### src/rtl/axi_stream_wr_master_pkg.sv
// rtl/axi_stream_wr_master_pkg.sv - shared AXI constants, FSM states and helpers for the stream write master
package axi_stream_wr_master_pkg;

  // AXI burst types
  localparam logic [1:0] AXI_BURST_FIXED = 2'b00;
  localparam logic [1:0] AXI_BURST_INCR  = 2'b01;
  localparam logic [1:0] AXI_BURST_WRAP  = 2'b10;

  // AXI response codes
  localparam logic [1:0] AXI_RESP_OKAY   = 2'b00;
  localparam logic [1:0] AXI_RESP_EXOKAY = 2'b01;
  localparam logic [1:0] AXI_RESP_SLVERR = 2'b10;
  localparam logic [1:0] AXI_RESP_DECERR = 2'b11;

  // Bursts may never cross a 4 KB page
  localparam int AXI_BOUNDARY_4K   = 4096;
  localparam int AXI_BOUNDARY_BITS = 12;

  // Largest burst length the AXI4 AWLEN field can express, in beats
  localparam int AXI_MAX_BEATS = 256;

  typedef enum logic [1:0] {
    ST_IDLE,
    ST_ADDR,
    ST_DATA,
    ST_RESP
  } wr_state_t;

  // Ceiling log2; clogb2(1) = 0
  function automatic int clogb2(input int value);
    int r;
    r = 0;
    while ((1 << r) < value) r = r + 1;
    return r;
  endfunction

endpackage

### src/rtl/axi_burst_splitter.sv
// rtl/axi_burst_splitter.sv - beats in the next INCR burst: min(remaining, MAX_BURST, beats left in the 4 KB page)
module axi_burst_splitter
  import axi_stream_wr_master_pkg::*;
#(
  parameter int DATA_WIDTH = 32,
  parameter int MAX_BURST  = 16,
  parameter int REM_WIDTH  = 17
) (
  input  logic [AXI_BOUNDARY_BITS-1:0] i_page_off,
  input  logic [REM_WIDTH-1:0]         i_remaining,
  output logic [8:0]                   o_beats
);

  localparam int SIZE_LOG  = clogb2(DATA_WIDTH / 8);
  localparam int PAGE_W    = AXI_BOUNDARY_BITS + 1;
  localparam int CMP_WIDTH = (REM_WIDTH > 9) ? REM_WIDTH : 9;

  // Beats that still fit before the next 4 KB page; the offset is beat aligned,
  // so the shift is exact. A page-aligned address yields the full page.
  logic [PAGE_W-1:0] w_to_boundary;
  // Cap from the page boundary and the configured burst limit; never above 256
  logic [8:0]        w_cap;
  // Remaining and cap compared in a common width so narrow LEN_WIDTH still works
  logic [CMP_WIDTH-1:0] w_rem_ext;
  logic [CMP_WIDTH-1:0] w_cap_ext;

  assign w_to_boundary = (PAGE_W'(AXI_BOUNDARY_4K) - {1'b0, i_page_off}) >> SIZE_LOG;

  assign w_cap = (w_to_boundary < PAGE_W'(MAX_BURST)) ? w_to_boundary[8:0]
                                                      : 9'(MAX_BURST);

  assign w_rem_ext = CMP_WIDTH'(i_remaining);
  assign w_cap_ext = CMP_WIDTH'(w_cap);

  assign o_beats = (w_rem_ext < w_cap_ext) ? w_rem_ext[8:0] : w_cap;

endmodule

### src/rtl/axi_stream_wr_master.sv
// rtl/axi_stream_wr_master.sv - AXI4 write master turning {addr, len} commands plus a stream into INCR bursts
module axi_stream_wr_master
  import axi_stream_wr_master_pkg::*;
#(
  parameter int ADDR_WIDTH = 32,
  parameter int DATA_WIDTH = 32,
  parameter int ID_WIDTH   = 4,
  parameter int AXI_ID     = 0,
  parameter int MAX_BURST  = 16,
  parameter int LEN_WIDTH  = 16
) (
  input  logic                    aclk,
  input  logic                    aresetn,
  // command
  input  logic                    cmd_valid,
  output logic                    cmd_ready,
  input  logic [ADDR_WIDTH-1:0]   cmd_addr,
  input  logic [LEN_WIDTH-1:0]    cmd_len,
  // stream in
  input  logic [DATA_WIDTH-1:0]   s_tdata,
  input  logic                    s_tvalid,
  output logic                    s_tready,
  // AXI write address
  output logic [ID_WIDTH-1:0]     m_awid,
  output logic [ADDR_WIDTH-1:0]   m_awaddr,
  output logic [7:0]              m_awlen,
  output logic [2:0]              m_awsize,
  output logic [1:0]              m_awburst,
  output logic                    m_awvalid,
  input  logic                    m_awready,
  // AXI write data
  output logic [DATA_WIDTH-1:0]   m_wdata,
  output logic [DATA_WIDTH/8-1:0] m_wstrb,
  output logic                    m_wlast,
  output logic                    m_wvalid,
  input  logic                    m_wready,
  // AXI write response
  input  logic [ID_WIDTH-1:0]     m_bid,
  input  logic [1:0]              m_bresp,
  input  logic                    m_bvalid,
  output logic                    m_bready,
  // status
  output logic                    done,
  output logic                    error
);

  localparam int BPB       = DATA_WIDTH / 8;
  localparam int SIZE_LOG  = clogb2(BPB);
  localparam int REM_WIDTH = LEN_WIDTH + 1;
  localparam logic [ADDR_WIDTH-1:0] ADDR_LSB_MASK = ADDR_WIDTH'(BPB - 1);

  wr_state_t             r_state;
  logic [ADDR_WIDTH-1:0] r_addr;       // start address of the current/next burst
  logic [REM_WIDTH-1:0]  r_remaining;  // beats not yet covered by a completed burst
  logic [8:0]            r_beats;      // beats in the current burst
  logic [7:0]            r_awlen;
  logic [7:0]            r_cnt;        // beats left in the burst minus one
  logic                  r_awvalid;
  logic                  r_bready;
  logic                  r_cmd_ready;
  logic                  r_done;
  logic                  r_error;

  logic [ADDR_WIDTH-1:0] w_cmd_addr_al;
  logic [REM_WIDTH-1:0]  w_cmd_rem;
  logic [AXI_BOUNDARY_BITS-1:0] w_split_page;
  logic [REM_WIDTH-1:0]  w_split_rem;
  logic [8:0]            w_beats;
  logic [ADDR_WIDTH-1:0] w_addr_step;
  logic                  w_in_data;
  logic                  w_w_fire;
  logic                  w_unused;

  assign w_cmd_addr_al = cmd_addr & ~ADDR_LSB_MASK;
  assign w_cmd_rem     = REM_WIDTH'(cmd_len) + REM_WIDTH'(1);

  // In IDLE the splitter looks at the incoming command so the first burst size
  // is ready on entry to ADDR; afterwards it tracks the updated addr/remaining.
  assign w_split_page = (r_state == ST_IDLE) ? w_cmd_addr_al[AXI_BOUNDARY_BITS-1:0]
                                             : r_addr[AXI_BOUNDARY_BITS-1:0];
  assign w_split_rem  = (r_state == ST_IDLE) ? w_cmd_rem : r_remaining;

  axi_burst_splitter #(
    .DATA_WIDTH (DATA_WIDTH),
    .MAX_BURST  (MAX_BURST),
    .REM_WIDTH  (REM_WIDTH)
  ) u_splitter (
    .i_page_off  (w_split_page),
    .i_remaining (w_split_rem),
    .o_beats     (w_beats)
  );

  // Address wraps naturally modulo 2^ADDR_WIDTH
  assign w_addr_step = ADDR_WIDTH'(r_beats) << SIZE_LOG;

  // W channel is a straight passthrough of the stream, opened only in DATA;
  // m_wvalid depends on s_tvalid and the registered state, never on m_wready.
  assign w_in_data = (r_state == ST_DATA);
  assign w_w_fire  = w_in_data && s_tvalid && m_wready;

  assign m_wdata   = s_tdata;
  assign m_wstrb   = '1;
  assign m_wvalid  = w_in_data && s_tvalid;
  assign s_tready  = w_in_data && m_wready;
  assign m_wlast   = w_in_data && (r_cnt == 8'd0);

  assign m_awid    = ID_WIDTH'(AXI_ID);
  assign m_awaddr  = r_addr;
  assign m_awlen   = r_awlen;
  assign m_awsize  = 3'(SIZE_LOG);
  assign m_awburst = AXI_BURST_INCR;
  assign m_awvalid = r_awvalid;
  assign m_bready  = r_bready;
  assign cmd_ready = r_cmd_ready;
  assign done      = r_done;
  assign error     = r_error;

  // Write responses are matched by order; the returned ID carries no information
  assign w_unused  = ^m_bid;

  // Command / burst sequencing: IDLE -> ADDR -> DATA -> RESP -> (ADDR | IDLE)
  always_ff @(posedge aclk or negedge aresetn) begin
    if (!aresetn) begin
      r_state     <= ST_IDLE;
      r_addr      <= '0;
      r_remaining <= '0;
      r_beats     <= '0;
      r_awlen     <= '0;
      r_cnt       <= '0;
      r_awvalid   <= 1'b0;
      r_bready    <= 1'b0;
      r_cmd_ready <= 1'b1;
      r_done      <= 1'b0;
      r_error     <= 1'b0;
    end else begin
      r_done <= 1'b0;
      case (r_state)
        ST_IDLE: begin
          if (cmd_valid) begin
            r_addr      <= w_cmd_addr_al;
            r_remaining <= w_cmd_rem;
            r_beats     <= w_beats;
            r_awlen     <= 8'(w_beats - 9'd1);
            r_error     <= 1'b0;
            r_cmd_ready <= 1'b0;
            r_awvalid   <= 1'b1;
            r_state     <= ST_ADDR;
          end
        end
        ST_ADDR: begin
          // AW fields are registers and stay put until the slave takes them
          if (m_awready) begin
            r_awvalid <= 1'b0;
            r_cnt     <= r_awlen;
            r_state   <= ST_DATA;
          end
        end
        ST_DATA: begin
          if (w_w_fire) begin
            if (r_cnt == 8'd0) begin
              r_addr      <= r_addr + w_addr_step;
              r_remaining <= r_remaining - REM_WIDTH'(r_beats);
              r_bready    <= 1'b1;
              r_state     <= ST_RESP;
            end else begin
              r_cnt <= r_cnt - 8'd1;
            end
          end
        end
        ST_RESP: begin
          if (m_bvalid) begin
            r_bready <= 1'b0;
            // An error is recorded but the rest of the command still runs
            if (m_bresp != AXI_RESP_OKAY) begin
              r_error <= 1'b1;
            end
            if (r_remaining == '0) begin
              r_done      <= 1'b1;
              r_cmd_ready <= 1'b1;
              r_state     <= ST_IDLE;
            end else begin
              r_beats   <= w_beats;
              r_awlen   <= 8'(w_beats - 9'd1);
              r_awvalid <= 1'b1;
              r_state   <= ST_ADDR;
            end
          end
        end
        default: begin
          r_state <= ST_IDLE;
        end
      endcase
    end
  end

endmodule

### config.mk
export PLATFORM = sky130hd
export DESIGN_NAME = axi_stream_wr_master
export DESIGN_NICKNAME = d
export VERILOG_FILES = /design/src/rtl/axi_stream_wr_master_pkg.sv /design/src/rtl/axi_burst_splitter.sv /design/src/rtl/axi_stream_wr_master.sv
export SDC_FILE = /design/constraint.sdc
export NUM_CORES = 1
export LEC_CHECK = 0
export ABC_AREA = 1
export BUFFER_PORTS_ARGS = -buffer_cell sky130_fd_sc_hd__buf_2
export CELL_PAD_IN_SITES_DETAIL_PLACEMENT = 1
export CELL_PAD_IN_SITES_GLOBAL_PLACEMENT = 1
export CORE_MARGIN = 8
export CORE_UTILIZATION = 35
export DETAILED_ROUTE_END_ITERATION = 6
export PLACE_DENSITY = 0.8
export SLEW_MARGIN = 20
export SYNTH_ARGS = -nofsm -noshare
export SYNTH_HDL_FRONTEND = slang
export SYNTH_SLANG_ARGS = --single-unit
### constraint.sdc
create_clock -name aclk -period 10.18 [get_ports aclk]
set_input_delay 2.036 -clock aclk [delete_from_list [all_inputs] [get_ports aclk]]
set_output_delay 2.036 -clock aclk [all_outputs]
set_load 0.01 [all_outputs]
==> impl_metrics.tcl <==
set metrics [dict create \
    synth_cell_types 51 \
    cts-hold-fix-buffers 0 \
    startpoint "cmd_len[0]" \
    critPathRequiredTime_ps 10420 \
    finalHoldViolations 0 \
    slew_viol_final 0 \
    cts_tree "done" \
    netlist_instances 987 \
    final_area_um2 7388 \
    place_area_um2 7116 \
    grt_max_degree 72 \
    outcome "finished clean" \
    grt_pass1_wl_um 36140 \
    ys_seq_elements 79 \
    peakVddDrop_mv 0.1428 \
    wl_per_cell_um 16.72 \
    min_path_type "flip-flop to flip-flop" \
    numClockSinks 79 \
    worstSetupEndpoint "m_awlen[6]" \
    fin_tns_setup_ps 0 \
    clkSlewWorstSetupHoldPaths_ps 60 \
    rrSetupSlack_ps 5300 \
    fp.dieW_um 154.4 \
    tightest_slew_ps 990.3 \
    overflow 0 \
    cp_max_fo 11 \
    async_reset_ff_share_pct 100.0 \
    relSlewSlack_pct 33.88 \
    clock_latency_ps 350 \
    dieArea_um2 23850 \
    antenna_found_initial 0 \
    cap_violations 0 \
    ys_warn_count 0 \
    cts-root-buf "clkbuf_16" \
    drive_gt1_share_pct 14.14 \
    r2r-end "m_awlen[6]" \
    crit_arrival_ps 5400 \
    num_antenna_cells 0 \
    vias_per_cell 5.255 \
    grt_pass1_vias 7180 \
    grt_usage_pct 18.41 \
    reg2reg_depth 23 \
    rsz0062_at_grt "no" \
    hpwl_um 16240 \
    routed_wirelength_um 21420 \
    period_share_pct 50.71 \
    coreArea_um2 18770 \
    p_leak_nw 3.676 \
    synth_edf_count 0 \
    gp_congestion 0.8258 \
    ctsResizeCount 0 \
    num_rows 50 \
    power_density_nw_per_um2 329.2 \
    port_buffers 100 \
    synth_flop_cell "dfrtp_1" \
    ant_nets 0 \
    yosysSeqAreaShare_pct 29.50 \
    drtPass1Iterations 6 \
    finalCriticalPeriod_ps 5162 \
    startpoint_type "input port" \
    finClkSkew_ps 8.496 \
    cts_inserted_buffers 9 \
    die_h_um 154.4 \
    nets 1172 \
    num_io_pins 186 \
    drc 0 \
    max_freq_ghz 0.1937 \
    end_kind "flip-flop" \
    syn_area_um2 6706 \
    vias 6732 \
    initial_utilization_pct 35.73 \
    syn2layout_area_growth_pct 10.17 \
    setup.worst_path.class "input port to flip-flop" \
    hold_ws_ps 482.5 \
    setup_viol 0 \
    synth.avg_cell_area_um2 6.795 \
    drt_iter0_drc 261 \
    r2r-start "r_state[0]" \
    clock_path_buffers 2 \
    cts_setup_buffers 0 \
    cts_max_level 3 \
]
==> power by group <==
group | switching (mW) | total (mW) | internal (mW)
Combinational | 0.991 | 1.50 | 0.505
Sequential | 0.158 | 0.624 | 0.466
Clock | 0.133 | 0.312 | 0.179
==> logic make-up (layout without fill, tap and decap cells) <==
group	after synthesis	count (layout)	share of synthesized area (%)
and+or+nand+nor	427	427	27.97
AOI/OAI and AO/OA	221	221	18.45
buffers and inverters	201	244	14.23
DFF	79	79	29.50
adders and majority gates	37	37	7.127
xor gates and xnor gates	20	20	2.612
other	2	19	0.1120
==> area by class of cell <==
cell class                 instances  area (µm²)
clock inverter                     1       5.005
multi-input combinational        724        3846
tap                              234       292.8
inverter                         124       465.4
clock buffer                      15       267.8
sequential                        79        1978
fill                            2511       11380
timing repair buffer             104       533.0
==> registers in the layout (all words and copies together) (netlist names) <==
| name | count |
|---|---|
| m_awaddr | 30 |
| r_remaining | 17 |
| r_beats | 9 |
| m_awlen | 8 |
| r_cnt | 8 |
| r_state | 2 |
| cmd_ready | 1 |
| done | 1 |
| error | 1 |
| m_awvalid | 1 |
| m_bready | 1 |
==> worst min path at each step <==
stage              from  slack [ps]  endpoint  cells past startpoint
2_1_floorplan  r_cnt[5]         470  r_cnt[5]                      1
3_3_place_gp      error         470     error                      2
3_5_place_dp      error         470     error                      2
4_1_cts           error         490     error                      2
5_1_grt           error         500     error                      2
6_report          error         480     error                      2
==> per-layer routing <==
layer | up-vias | wire length (µm) | GRT usage [%]
li1 | 3312 | - | -
met1 | 3260 | 10050 | 23.56
met2 | 130 | 9905 | 30.58
met3 | 30 | 987 | 2.870
met4 | 0 | 478 | 7.186
met5 | - | 0 | 0
==> metrics by stage <==
step	total power [mW]	std cells	setup slack [ps]	util, %
finish	2.432	1281	5018	39.37
global route	2.694	1281	4636	39.37
CTS	2.457	1281	4974	39.37
detailed placement	2.124	1265	4626	37.91
global placement	2.056	1265	4727	37.91
floorplan	1.677	1004	5479	-
==> placed cells by master (no fill, tap or decap), types with 2 or more instances in the layout <==
cell,n
o21ai_0,105
conb_1,19
nor2_1,86
inv_1,122
o21bai_1,3
buf_4,5
nand2_1,212
nor4_1,5
dfrtp_1,78
o21ai_2,3
a21o_1,4
clkbuf_16,9
clkbuf_8,2
nand4_1,26
o21a_1,4
xnor2_1,7
clkbuf_1,4
nor2_2,4
o21ai_1,3
a21oi_1,59
nand2_2,6
a31oi_1,6
nor2_4,4
fa_1,2
ha_1,34
o22ai_1,12
buf_2,99
a22oi_1,5
o211ai_1,9
or2_2,6
nand3_1,55
xor2_1,13
nor3_1,16
==> synth_stat cells (all sizes together), types with 2 or more instances <==
cell      n  area, µm²
a21o      4      30.03
a21oi    61      320.3
a22oi     5      37.54
a31oi     6      37.54
buf      53      399.1
clkbuf   24      90.09
conb      2      7.510
dfrtp    78       1952
fa        2      40.04
ha       35      437.9
inv     123      461.7
nand2   218      833.3
nand3    56      285.3
nand4    27      175.2
nor2     94      392.9
nor3     17      90.09
nor4      5      31.28
o211ai    9      67.56
o21a      4      30.03
o21ai   111      566.8
o21bai    3      22.52
o22ai    12      75.07
or2       6      37.54
xnor2     7      61.31
xor2     13      113.9
==> worst max-delay path, stage by stage <==
cell and delay (ps):
buf_2 180, ha_1 220, nand3_1 140, inv_1 200, nand2_1 120, xor2_1 240, nand2_1 70, o21ai_0 100
inv_1 110, ha_1 340, nand4_1 150, nor3_1 320, a21oi_4 120, nand2_2 210, nand2_1 80, nand2_1 130
ha_1 190, nand2_1 130, nor2_2 150, nand2_1 60, nand3_1 70, nand2_1 70
Power figures use the tool's default switching activity.
